`src/rtl/ps2_pkg.sv`:
```
// ps2_pkg: shared types and constants for the PS/2 keyboard scan-code receiver.
//   state_t          - receiver FSM state encoding
//   BREAK_CODE       - 0xF0 prefix announcing a key release
//   EXT_CODE         - 0xE0 prefix announcing an extended key
//   frame_parity_ok  - odd-parity check over data byte plus parity bit
package ps2_pkg;

  typedef enum logic [1:0] {
    ST_IDLE   = 2'd0,
    ST_DATA   = 2'd1,
    ST_PARITY = 2'd2,
    ST_STOP   = 2'd3
  } state_t;

  localparam logic [7:0] BREAK_CODE = 8'hF0;
  localparam logic [7:0] EXT_CODE   = 8'hE0;

  // PS/2 uses odd parity: data plus parity bit must hold an odd number of ones.
  function automatic logic frame_parity_ok(input logic [7:0] data, input logic par);
    return ^{data, par};
  endfunction

endpackage

```
`src/rtl/ps2_clk_filter.sv`:
```
// ps2_clk_filter: synchronizes the PS/2 clock and data lines, debounces the
// clock with a FILTER_LEN-deep shift register and flags filtered falling edges.
// Ports:
//   clk        - system clock
//   reset      - synchronous active-high reset (drives everything to idle bus = 1)
//   ps2c, ps2d - raw asynchronous PS/2 clock and data
//   data       - synchronized ps2d
//   fall_edge  - one-cycle strobe on a filtered ps2c 1 -> 0 transition
module ps2_clk_filter #(
  parameter int FILTER_LEN = 8
) (
  input  logic clk,
  input  logic reset,
  input  logic ps2c,
  input  logic ps2d,
  output logic data,
  output logic fall_edge
);

  logic [1:0]            c_sync_r;
  logic [1:0]            d_sync_r;
  logic [FILTER_LEN-1:0] filt_r;
  logic                  fclk_r;
  logic                  fclk_next_s;

  assign data = d_sync_r[1];

  // Filtered clock only moves once the whole window agrees; otherwise it holds.
  always_comb begin
    fclk_next_s = fclk_r;
    if (&filt_r) begin
      fclk_next_s = 1'b1;
    end else if (~|filt_r) begin
      fclk_next_s = 1'b0;
    end else begin
      fclk_next_s = fclk_r;
    end
  end

  // Synchronizers, filter window, filtered clock and edge strobe.
  always_ff @(posedge clk) begin
    if (reset) begin
      c_sync_r  <= 2'b11;
      d_sync_r  <= 2'b11;
      filt_r    <= {FILTER_LEN{1'b1}};
      fclk_r    <= 1'b1;
      fall_edge <= 1'b0;
    end else begin
      c_sync_r  <= {c_sync_r[0], ps2c};
      d_sync_r  <= {d_sync_r[0], ps2d};
      filt_r    <= {filt_r[FILTER_LEN-2:0], c_sync_r[1]};
      fclk_r    <= fclk_next_s;
      fall_edge <= fclk_r & ~fclk_next_s;
    end
  end

endmodule

```
`src/rtl/ps2_keycode_rx.sv`:
```
// ps2_keycode_rx: receives PS/2 keyboard frames and reports make codes.
// Break (F0) and extended (E0) prefixes are tracked internally; only make
// codes are emitted, with key_ext flagging an E0-prefixed key.
// Ports:
//   clk, reset  - system clock, synchronous active-high reset
//   ps2c, ps2d  - raw PS/2 clock and data lines
//   key_code    - last accepted make code (held until next key_tick)
//   key_ext     - key_code was E0-prefixed
//   key_tick    - one-cycle strobe: new key_code/key_ext
//   frame_err   - one-cycle strobe: start/parity/stop error or timeout
module ps2_keycode_rx
  import ps2_pkg::*;
#(
  parameter int FILTER_LEN     = 8,
  parameter int TIMEOUT_CYCLES = 50000
) (
  input  logic       clk,
  input  logic       reset,
  input  logic       ps2c,
  input  logic       ps2d,
  output logic [7:0] key_code,
  output logic       key_ext,
  output logic       key_tick,
  output logic       frame_err
);

  localparam int TW = (TIMEOUT_CYCLES > 2) ? $clog2(TIMEOUT_CYCLES) : 1;
  // Firing one count early puts the registered frame_err exactly
  // TIMEOUT_CYCLES after the cycle carrying the last fall_edge.
  localparam logic [TW-1:0] TO_LAST = TW'(TIMEOUT_CYCLES - 2);

  logic          data_s;
  logic          fall_edge_s;
  logic          timeout_s;
  state_t        state_r;
  logic [2:0]    bit_cnt_r;
  logic [7:0]    shift_r;
  logic          par_r;
  logic [TW-1:0] to_cnt_r;
  logic          brk_r;
  logic          ext_r;

  ps2_clk_filter #(.FILTER_LEN(FILTER_LEN)) u_filt (
    .clk       (clk),
    .reset     (reset),
    .ps2c      (ps2c),
    .ps2d      (ps2d),
    .data      (data_s),
    .fall_edge (fall_edge_s)
  );

  // Abort a stalled frame; a fall_edge in the same cycle always wins.
  always_comb begin
    timeout_s = 1'b0;
    if ((state_r != ST_IDLE) && !fall_edge_s && (to_cnt_r == TO_LAST)) begin
      timeout_s = 1'b1;
    end else begin
      timeout_s = 1'b0;
    end
  end

  // Frame FSM, prefix tracking and registered outputs.
  always_ff @(posedge clk) begin
    if (reset) begin
      state_r   <= ST_IDLE;
      bit_cnt_r <= 3'd0;
      shift_r   <= 8'h00;
      par_r     <= 1'b0;
      to_cnt_r  <= {TW{1'b0}};
      brk_r     <= 1'b0;
      ext_r     <= 1'b0;
      key_code  <= 8'h00;
      key_ext   <= 1'b0;
      key_tick  <= 1'b0;
      frame_err <= 1'b0;
    end else begin
      key_tick  <= 1'b0;
      frame_err <= 1'b0;
      if (state_r == ST_IDLE || fall_edge_s) begin
        to_cnt_r <= {TW{1'b0}};
      end else begin
        to_cnt_r <= to_cnt_r + TW'(1);
      end

      if (timeout_s) begin
        state_r   <= ST_IDLE;
        frame_err <= 1'b1;
      end else if (fall_edge_s) begin
        case (state_r)
          ST_IDLE: begin
            if (!data_s) begin
              state_r   <= ST_DATA;
              bit_cnt_r <= 3'd0;
            end else begin
              frame_err <= 1'b1;
            end
          end
          ST_DATA: begin
            shift_r   <= {data_s, shift_r[7:1]};
            bit_cnt_r <= bit_cnt_r + 3'd1;
            if (bit_cnt_r == 3'd7) begin
              state_r <= ST_PARITY;
            end
          end
          ST_PARITY: begin
            par_r   <= data_s;
            state_r <= ST_STOP;
          end
          ST_STOP: begin
            state_r <= ST_IDLE;
            if (data_s && frame_parity_ok(shift_r, par_r)) begin
              if (shift_r == BREAK_CODE) begin
                brk_r <= 1'b1;
              end else if (shift_r == EXT_CODE) begin
                ext_r <= 1'b1;
              end else if (brk_r) begin
                brk_r <= 1'b0;
                ext_r <= 1'b0;
              end else begin
                key_code <= shift_r;
                key_ext  <= ext_r;
                key_tick <= 1'b1;
                ext_r    <= 1'b0;
              end
            end else begin
              frame_err <= 1'b1;
            end
          end
          default: begin
            state_r <= ST_IDLE;
          end
        endcase
      end
    end
  end

endmodule
```
`config.mk`:
```
export PLATFORM = sky130hd
export DESIGN_NAME = ps2_keycode_rx
export DESIGN_NICKNAME = d
export VERILOG_FILES = /design/src/rtl/ps2_pkg.sv /design/src/rtl/ps2_clk_filter.sv /design/src/rtl/ps2_keycode_rx.sv
export SDC_FILE = /design/constraint.sdc
export NUM_CORES = 1
export LEC_CHECK = 0
export BUFFER_PORTS_ARGS = -buffer_cell sky130_fd_sc_hd__buf_2
export CAP_MARGIN = 20
export CORE_UTILIZATION = 35
export CTS_BUF_LIST = sky130_fd_sc_hd__clkbuf_8
export CTS_CLUSTER_SIZE = 24
export DETAILED_ROUTE_END_ITERATION = 10
export HOLD_SLACK_MARGIN = 0.08
export SKIP_CTS_REPAIR_TIMING = 1
export SYNTH_ARGS = -nofsm -noshare
export SYNTH_HDL_FRONTEND = slang
export SYNTH_SLANG_ARGS = --single-unit
```
`constraint.sdc`:
```
create_clock -name clk -period 2.2 [get_ports clk]
set_clock_uncertainty 0.05 [all_clocks]
set_input_delay 0 -clock clk [delete_from_list [all_inputs] [get_ports clk]]
set_output_delay 0 -clock clk [all_outputs]
set_load 0.05 [all_outputs]
```
==> impl_metrics.toml, run 1 <==
[outcome]
status = "finished, final reports clean"

[finish]
nNetsFinal = 295
drive_gt1_frac = 0.170
multi_input_area_um2 = 1250
fill_cells = 710
antennaDiodeCount = 0
utilization = 0.417
regArea_um2 = 1140
syn2layout_area_growth_pct = 14.0
final_cells = 384

[clock_tree]
cts_tree = "yes"
clockRootBuffer = "clkbuf_8"
clk_pin_slew_ns = 0.07
cts_buffers = 9
cts_buffer_depth = 2
cts_sinks = 57
cts-htree-levels = 3
clk_latency_ns = 0.34

[placement]
port_buffers = 14
gp_congestion = 0.761
place_inst = 366
hpwl_mm = 2.90

[synth]
synthTopCellsByArea = "dfxtp_1 46%, mux2i_1 5.6%, nand2_1 5.4%"
async_flop_share = 0
syn_area_per_cell_um2 = 9.32
synth_area_um2 = 2500
synth_edf_count = 0
synth-seq-cells = 57
synth_top_area_cell = "dfxtp_1"
postSynthCellCount = 268
syn_nets = 280
synth_ff_type = "dfxtp_1"
synth.distinct_cells = 41
seq_area_frac_synth = 0.457
yosysWarnings = 0
synth.top_cell.area_share = 0.457

[pwr]
ir_worst_vdd_mv = 0.354
p_sw_frac = 0.215
leakagePower_uw = 0.00100
p_sw_uw = 435
p_per_area_nw_per_um2 = 711
pwr-share-seq = 0.514
report.power.total_uw = 2020
p_int_uw = 1590
pwr-share-comb = 0.012
clkPwrFrac = 0.475

[setup_path]
path_depth = 4
required_ns = 2.41
cp_slowest_cell = "xnor3_2"
critPathBufInv = 0
cp_top_family = "XOR/XNOR gates"
cp-end-kind = "flop"
cp_slowest_stage_delay_ns = 0.53
cp_cell_sequence = "xor2_1 > xnor3_2 > or4_4 > a311oi_2"
worst-r2r-cell-count = 4
cp-start-kind = "flop"
critical_path_arrival_ns = 2.22
worst-setup-path-type = "flop to flop"
crit_fanout = 7
reg2reg_setup_slack_ns = 0.19

[grt]
grt_pass1_wl_mm = 7.66
grt_max_degree = 32
grt_pass1_vias = 1641
grt_usage = 0.135
overflow = 0
antenna_found_initial = 0

[die]
ios = 15
die_w_um = 86.5
die-area_um2 = 7480
rows = 30
start_util = 0.366
die_h_um = 86.5
fp.coreArea_um2 = 6830

[timing]
fmax_mhz = 498
relSlewSlack = 0.576
timing_hold_violations_final = 0
tightest_slew_ns = 0.636
finalCritPeriodShare = 0.913
drv_slew = 0
holdWs_ns = 0.0710
rsz0062_at_grt = "no"
fin_crit_ns = 2.01
fin_setup_tns_ns = 0
setup_viol = 0

[route]
viasPerCell = 4.77
dr.pass1.iters = 4
avgRoutedWirePerCell_um = 11.6
route.vias.total = 1832
ant_nets = 0
drt_wl_total_mm = 4.45
first_iter_violations = 95
drc = 0

[hold_path]
holdPathStages = 2
min-delay-path-class = "input pin to flop"

[run]
drv_cap = 0
==> cells in the mapped netlist, drive strengths merged, types with 2 or more instances <==
cell type	count
or3	3
ha	8
nand2	36
o211ai	2
nand4	6
xnor3	2
or2	12
a21oi	12
and3	2
nor2	19
o21ai	4
inv	9
a22oi	2
mux2i	14
nor3	6
and2	2
nand3	17
xor2	8
clkbuf	10
o2111ai	2
nand4b	2
buf	4
dfxtp	57
xnor2	8
nor4	3
a311oi	2
and4	4
nor4b	3
==> layer usage <==
layer	vias to the layer above	track usage	share of wire
li1	957	-	-
met1	841	0.171	0.50
met2	25	0.203	0.45
met3	9	0.0514	0.036
met4	0	0.0652	0.018
met5	-	0	0
==> sequential cells by signal, summed over array words and instances, names as in the netlist, 2 cells and up <==
signal           count
shift_r              8
u_filt.filt_r        8
u_filt.c_sync_r      2
state_r              2
key_code             8
to_cnt_r            16
bit_cnt_r            3
u_filt.d_sync_r      2
==> worst reg2reg max path, delay by kind of cell, from the launching register on <==
kind	cells	cell delay (ns)
xor gates and xnor gates	2	0.73
AOI/OAI and AO/OA	1	0.23
and+or+nand+nor	1	0.51
DFF	1	0.41
==> logic make-up (layout without fill, tap and decap cells) <==
logic type | count (synthesis) | count (layout) | share of synthesized area
compound gates | 28 | 28 | 0.0741
mux | 14 | 14 | 0.0561
xor+xnor | 19 | 19 | 0.0841
fa+ha+maj | 8 | 8 | 0.0401
flops | 57 | 57 | 0.457
buf+inv | 23 | 43 | 0.0421
simple gates | 119 | 119 | 0.247
==> cell type report <==
type,instances,area share
flip-flops and latches,57,0.401
clock buffers,10,0.0483
repair buffers,18,0.0369
clock inverters,6,0.0202
inverters,9,0.0119
multi-input cells,188,0.440
well taps,96,0.0422
==> path summary, 6_finish.rpt <==
check / startpoint / to
worst min register to register: u_filt.c_sync_r[1] / u_filt.filt_r[0]
worst min-delay path: reset / bit_cnt_r[0]
worst max-delay path: shift_r[2] / ext_r
worst max register to register: shift_r[2] / ext_r
==> cells in the final DEF (no fill, tap or decap), drive strengths merged, types with 3 or more instances in the layout <==
| cell type | count |
|---|---|
| and4 | 4 |
| nand4 | 6 |
| a21oi | 12 |
| ha | 8 |
| o21ai | 4 |
| nand3 | 17 |
| nand2 | 36 |
| or2 | 12 |
| or3 | 3 |
| nor3 | 6 |
| nor2 | 19 |
| clkinv | 4 |
| nor4 | 3 |
| dfxtp | 57 |
| nor4b | 3 |
| xor2 | 8 |
| xnor2 | 8 |
| inv | 9 |
| mux2i | 14 |
| buf | 16 |
| clkbuf | 10 |
==> stage by stage <==
step	instance area (um2)	worst slack, ns
floorplan	2500	0.346
global placement	2630	0.282
detailed placement	2630	0.217
CTS	2830	0.203
global route	2850	0.00907
finish	2850	0.191
==> power groups by stage <==
stage	Clock [uW]	Sequential (uW)	Combinational, uW
after floorplan	0	1060	18.5
after global placement	0	1060	21.3
after detailed placement	0	1060	21.6
after CTS	1000	1040	21.7
after global routing	1030	1040	26.5
final	961	1040	23.9
No activity file was read; power rests on OpenSTA's default activity.
==> run 2: changes to the inputs <==
--- a/config.mk
+++ b/config.mk
@@ -11,6 +11,7 @@
 export CTS_BUF_LIST = sky130_fd_sc_hd__clkbuf_8
 export CTS_CLUSTER_SIZE = 24
 export DETAILED_ROUTE_END_ITERATION = 10
+export GPL_TIMING_DRIVEN = 0
 export HOLD_SLACK_MARGIN = 0.08
 export SKIP_CTS_REPAIR_TIMING = 1
 export SYNTH_ARGS = -nofsm -noshare
==> constraint.sdc (replaced) <==
create_clock -name clk -period 2.3 [get_ports clk]
set_clock_uncertainty 0.05 [all_clocks]
set_input_delay 0 -clock clk [delete_from_list [all_inputs] [get_ports clk]]
set_output_delay 0 -clock clk [all_outputs]
set_load 0.05 [all_outputs]
==> impl_metrics.toml, run 2 (synthesis results as in run 1) <==
[finish]
nNetsFinal = 308
largest_reg_flops = 16
top_register = "to_cnt_r"
drive_gt1_frac = 0.166
final_common_cell = "dfxtp_1"
antennaDiodeCount = 0
fill_cells = 690
syn2layout_area_growth_pct = 16.3
final_cell_mix = "57 x dfxtp_1, 36 x nand2_1, 19 x nor2_1"
utilization = 0.425

[placement]
hpwl_mm = 3.14
gp_congestion = 0.734
port_buffers = 14

[die]
die-area_um2 = 7480
die_w_um = 86.5
ios = 15
rows = 30
fp.coreArea_um2 = 6830
start_util = 0.366
die_h_um = 86.5

[route]
ant_nets = 0
first_iter_violations = 75
avgRoutedWirePerCell_um = 11.2
dr.pass1.iters = 7
drc = 0
viasPerCell = 4.72
drt_wl_total_mm = 4.47
route.vias.total = 1873

[grt]
grt_pass1_vias = 1721
grt_max_degree = 11
overflow = 0
antenna_found_initial = 0
grt_pass1_wl_mm = 7.76
grt_usage = 0.135

[timing]
holdWs_ns = 0.333
timing_hold_violations_final = 0
relSlewSlack = 0.610
fin_crit_ns = 1.97
drv_slew = 0
setup_viol = 0
finalCritPeriodShare = 0.855
tightest_slew_ns = 0.579
fmax_mhz = 508
rsz0062_at_grt = "no"
fin_setup_tns_ns = 0

[pwr]
p_int_uw = 1490
pwr-share-comb = 0.016
p_sw_uw = 407
ir_worst_vdd_mv = 0.401
pwr-share-seq = 0.522
p_sw_frac = 0.214
clkPwrFrac = 0.461
leakagePower_uw = 0.00103
p_per_area_nw_per_um2 = 654

[hold_path]
min-delay-path-class = "input pin to flop"
holdPathStages = 3
hold_start = "ps2c"
worstHoldEndpoint = "u_filt.c_sync_r[0]"

[setup_path]
critPathBufInv = 1
timing.rr.start = "state_r[1]"
required_ns = 2.43
cp-start-kind = "flop"
critical_path_arrival_ns = 2.10
cp_top_family = "simple AND/OR/NAND/NOR gates"
worst-setup-path-type = "flop to flop"
worst-r2r-cell-count = 6
rr_endpoint = "state_r[0]"
cp_slowest_stage_delay_ns = 0.54
crit_fanout = 7
reg2reg_setup_slack_ns = 0.33
cp-end-kind = "flop"
cp_cell_sequence = "inv_1 > ha_1 > nor4b_1 > nand4_1 > nor4_1 > a2111oi_0"
cp_slowest_cell = "nor4_1"

[clock_tree]
cts_tree = "yes"
cts_sinks = 57
clk_latency_ns = 0.33
clockRootBuffer = "clkbuf_8"
clk_pin_slew_ns = 0.06
cts_buffer_depth = 2
cts_buffers = 9
cts-htree-levels = 3

[run]
drv_cap = 0

[outcome]
status = "finished, final reports clean"
run 2: changes by cell type in the layout (fill, tap and decap cells not counted), moves of 2 or more:
| cell | previous run | this run |
|---|---|---|
| buf_4 | 2 | 0 |
| clkbuf_1 | 0 | 9 |
| buf_6 | 0 | 2 |
| clkinv_2 | 4 | 2 |
| buf_2 | 14 | 16 |
| inv_1 | 9 | 11 |
run 2: worst max path at each step:
stage	start	to	slack (ns)	cells after the start
after global placement	state_r[0]	state_r[0]	0.34	6
after CTS	state_r[0]	state_r[0]	0.32	6
final	state_r[1]	state_r[0]	0.33	6
after detailed placement	state_r[0]	state_r[0]	0.33	6
after floorplan	shift_r[2]	ext_r	0.45	4
after global routing	state_r[1]	state_r[0]	0.18	6
run 2: final cells by class:
cell class	instances	area [um2]	area share
Clock inverter	7	63.8	0.0220
Inverter	9	33.8	0.0116
Sequential cell	57	1140	0.393
Timing Repair Buffer	17	100	0.0344
Clock buffer	9	124	0.0426
Tap cell	96	120	0.0413
Multi-Input combinational cell	188	1250	0.431
Buffer	14	71.3	0.0245
run 2: per-layer routing:
metal	GRT usage	wire length [um]
met1	0.166	2270
met2	0.211	1980
met4	0.0409	27
met3	0.0638	193
met5	0	0
run 2: power groups by stage:
| stage | sequential, uW | combinational, uW | clock, uW |
|---|---|---|---|
| 3_5_place_dp | 1010 | 28.1 | 0 |
| 4_1_cts | 992 | 28.0 | 910 |
| 6_report | 993 | 31.2 | 876 |
| 5_1_grt | 992 | 34.5 | 964 |
| 3_3_place_gp | 1010 | 27.6 | 0 |
| 2_1_floorplan | 1010 | 17.7 | 0 |
run 2: worst register-to-register path, delay by kind of cell, from the launching register on:
family	cells	cell delay (ns)
AND/OR/NAND/NOR	3	0.93
adder cells (fa/ha/maj)	1	0.26
flip-flops	1	0.37
buffers and inverters	1	0.09
AO/OA/AOI/OAI	1	0.12
run 2: per-stage QoR:
step / total power [uW] / instances / cell area [um2] / setup slack, ns
floorplan: 1030 / 268 / 2500 / 0.446
global placement: 1040 / 378 / 2690 / 0.338
detailed placement: 1040 / 378 / 2690 / 0.326
CTS: 1930 / 394 / 2880 / 0.317
global route: 1990 / 397 / 2910 / 0.179
finish: 1900 / 397 / 2910 / 0.333
==> run 3: changes to the inputs <==
--- a/config.mk
+++ b/config.mk
@@ -5,9 +5,10 @@
 export SDC_FILE = /design/constraint.sdc
 export NUM_CORES = 1
 export LEC_CHECK = 0
+export ABC_AREA = 1
 export BUFFER_PORTS_ARGS = -buffer_cell sky130_fd_sc_hd__buf_2
 export CAP_MARGIN = 20
-export CORE_UTILIZATION = 35
+export CORE_UTILIZATION = 40
 export CTS_BUF_LIST = sky130_fd_sc_hd__clkbuf_8
 export CTS_CLUSTER_SIZE = 24
 export DETAILED_ROUTE_END_ITERATION = 10
==> impl_metrics.toml, run 3 <==
[outcome]
status = "finished, final reports clean"

[finish]
nNetsFinal = 406
syn2layout_area_growth_pct = 16.9
multi_input_area_um2 = 1200
fill_cells = 611
antennaDiodeCount = 0
final_cell_mix = "87 x nand2_1, 57 x dfxtp_1, 55 x inv_1"
top_register = "to_cnt_r"
drive_gt1_frac = 0.113
largest_reg_flops = 16
final_common_cell = "nand2_1"
regArea_um2 = 1140

[synth]
synth.distinct_cells = 26
synth_top_area_cell = "dfxtp_1"
synthTopCellsByArea = "dfxtp_1 44%, nand2_1 13%, inv_1 8.0%"
seq_area_frac_synth = 0.442
postSynthCellCount = 366
synth.top_cell.area_share = 0.442
synth_ff_type = "dfxtp_1"
synth_area_um2 = 2580
synth-seq-cells = 57
synth_edf_count = 0
async_flop_share = 0
syn_nets = 378
synth.most_common_cell = "nand2_1"
syn_area_per_cell_um2 = 7.06
synth_commonest_cells = "87 x nand2_1, 57 x dfxtp_1, 55 x inv_1, 53 x nor2_1, 23 x a21oi_1"
yosysWarnings = 0

[grt]
overflow = 0
antenna_found_initial = 0
grt_pass1_wl_mm = 8.37
grt_max_degree = 12
grt_usage = 0.166
grt_pass1_vias = 1959

[die]
die_w_um = 82.4
rows = 28
ios = 15
fp.coreArea_um2 = 6060
start_util = 0.426
die-area_um2 = 6780
die_h_um = 82.4

[run]
drv_cap = 0

[clock_tree]
cts_sinks = 57
clockRootBuffer = "clkbuf_8"
clk_pin_slew_ns = 0.07
cts_buffer_depth = 2
clk_latency_ns = 0.33
cts-htree-levels = 3
cts_buffers = 9
cts_tree = "yes"

[timing]
drv_slew = 0
relSlewSlack = 0.588
fmax_mhz = 518
fin_setup_tns_ns = 0
finalCritPeriodShare = 0.840
timing_hold_violations_final = 0
rsz0062_at_grt = "no"
holdWs_ns = 0.0857
fin_crit_ns = 1.93
setup_viol = 0
tightest_slew_ns = 0.613

[route]
drt_wl_total_mm = 4.98
ant_nets = 0
dr.pass1.iters = 4
viasPerCell = 4.67
drc = 0
avgRoutedWirePerCell_um = 10.5
route.vias.total = 2213
first_iter_violations = 109

[hold_path]
min-delay-path-class = "input pin to flop"

[setup_path]
cp_common_cell = "nor2_1"
worst-setup-path-type = "flop to flop"
crit_fanout = 4
required_ns = 2.48
cp_top_family = "simple AND/OR/NAND/NOR gates"
cp_slowest_cell = "nor3_1"
cp_slowest_stage_delay_ns = 0.39
critPathBufInv = 1
cp_cell_sequence = "inv_1 > ha_1 > nor2_1 > nand4_1 > nor3_1 > nor2_1 > nand4_1 > nand2_1 > nand2_1 > nor2_1"
critical_path_arrival_ns = 2.11
cp-start-kind = "flop"
cp-end-kind = "flop"

[pwr]
p_sw_frac = 0.201
leakagePower_uw = 0.00135
p_int_uw = 1720
pwr-share-comb = 0.015
ir_worst_vdd_mv = 0.402
report.power.total_uw = 2150
p_per_area_nw_per_um2 = 714
pwr-share-seq = 0.460
clkPwrFrac = 0.525
p_sw_uw = 432

[placement]
gp_congestion = 0.876
hpwl_mm = 3.49
port_buffers = 14
[run 3: layer usage]
layer,part of all wire,GRT usage
met1,0.50,0.199
met3,0.033,0.0626
met4,0.0074,0.0860
met2,0.46,0.258
met5,0,0
[run 3: layout make-up]
cell class                 count  area share
multi-input combinational    246       0.396
sequential                    57       0.378
inverter                      55      0.0684
clock buffer                   9      0.0410
clock inverter                 7      0.0394
timing repair buffer          17      0.0332
tap                           75      0.0311
buffer                         8      0.0128
[run 3: cell families after synthesis]
family	synth area share
compound gates	0.0809
xor+xnor	0.0136
buf+inv	0.0950
simple gates	0.330
flops	0.442
fa+ha+maj	0.0388
[run 3: worst paths after layout]
check | startpoint | to | slack [ns] | depth (start not counted)
worst max-delay path | state_r[0] | brk_r | 0.37 | 10
worst min-delay path | reset | to_cnt_r[4] | 0.09 | 5
worst max register to register | state_r[0] | brk_r | 0.37 | 10
worst min register to register | u_filt.c_sync_r[1] | u_filt.filt_r[0] | 0.35 | 1
[run 3: worst reg2reg max path, delay by kind of cell, from the launching register on]
family / cells / cell delay [ns]
and+or+nand+nor: 8 / 1.08
buffers and inverters: 1 / 0.09
DFF: 1 / 0.37
adders and majority gates: 1 / 0.24
[run 3: through the flow]
step | utilization | setup slack [ns] | area, um2 | instances
2_1_floorplan | - | 0.673 | 2580 | 366
3_3_place_gp | 0.453 | 0.451 | 2750 | 455
3_5_place_dp | 0.453 | 0.403 | 2750 | 455
4_1_cts | 0.493 | 0.393 | 2990 | 471
5_1_grt | 0.498 | 0.157 | 3020 | 474
6_report | 0.498 | 0.369 | 3020 | 474
[run 3: power by group through the flow]
stage          clock, uW  combinational (uW)  sequential, uW
4_1_cts             1170                28.0             991
2_1_floorplan          0                18.8            1010
3_3_place_gp           0                27.6            1010
6_report            1130                31.5             992
5_1_grt             1210                35.5             992
3_5_place_dp           0                27.8            1010
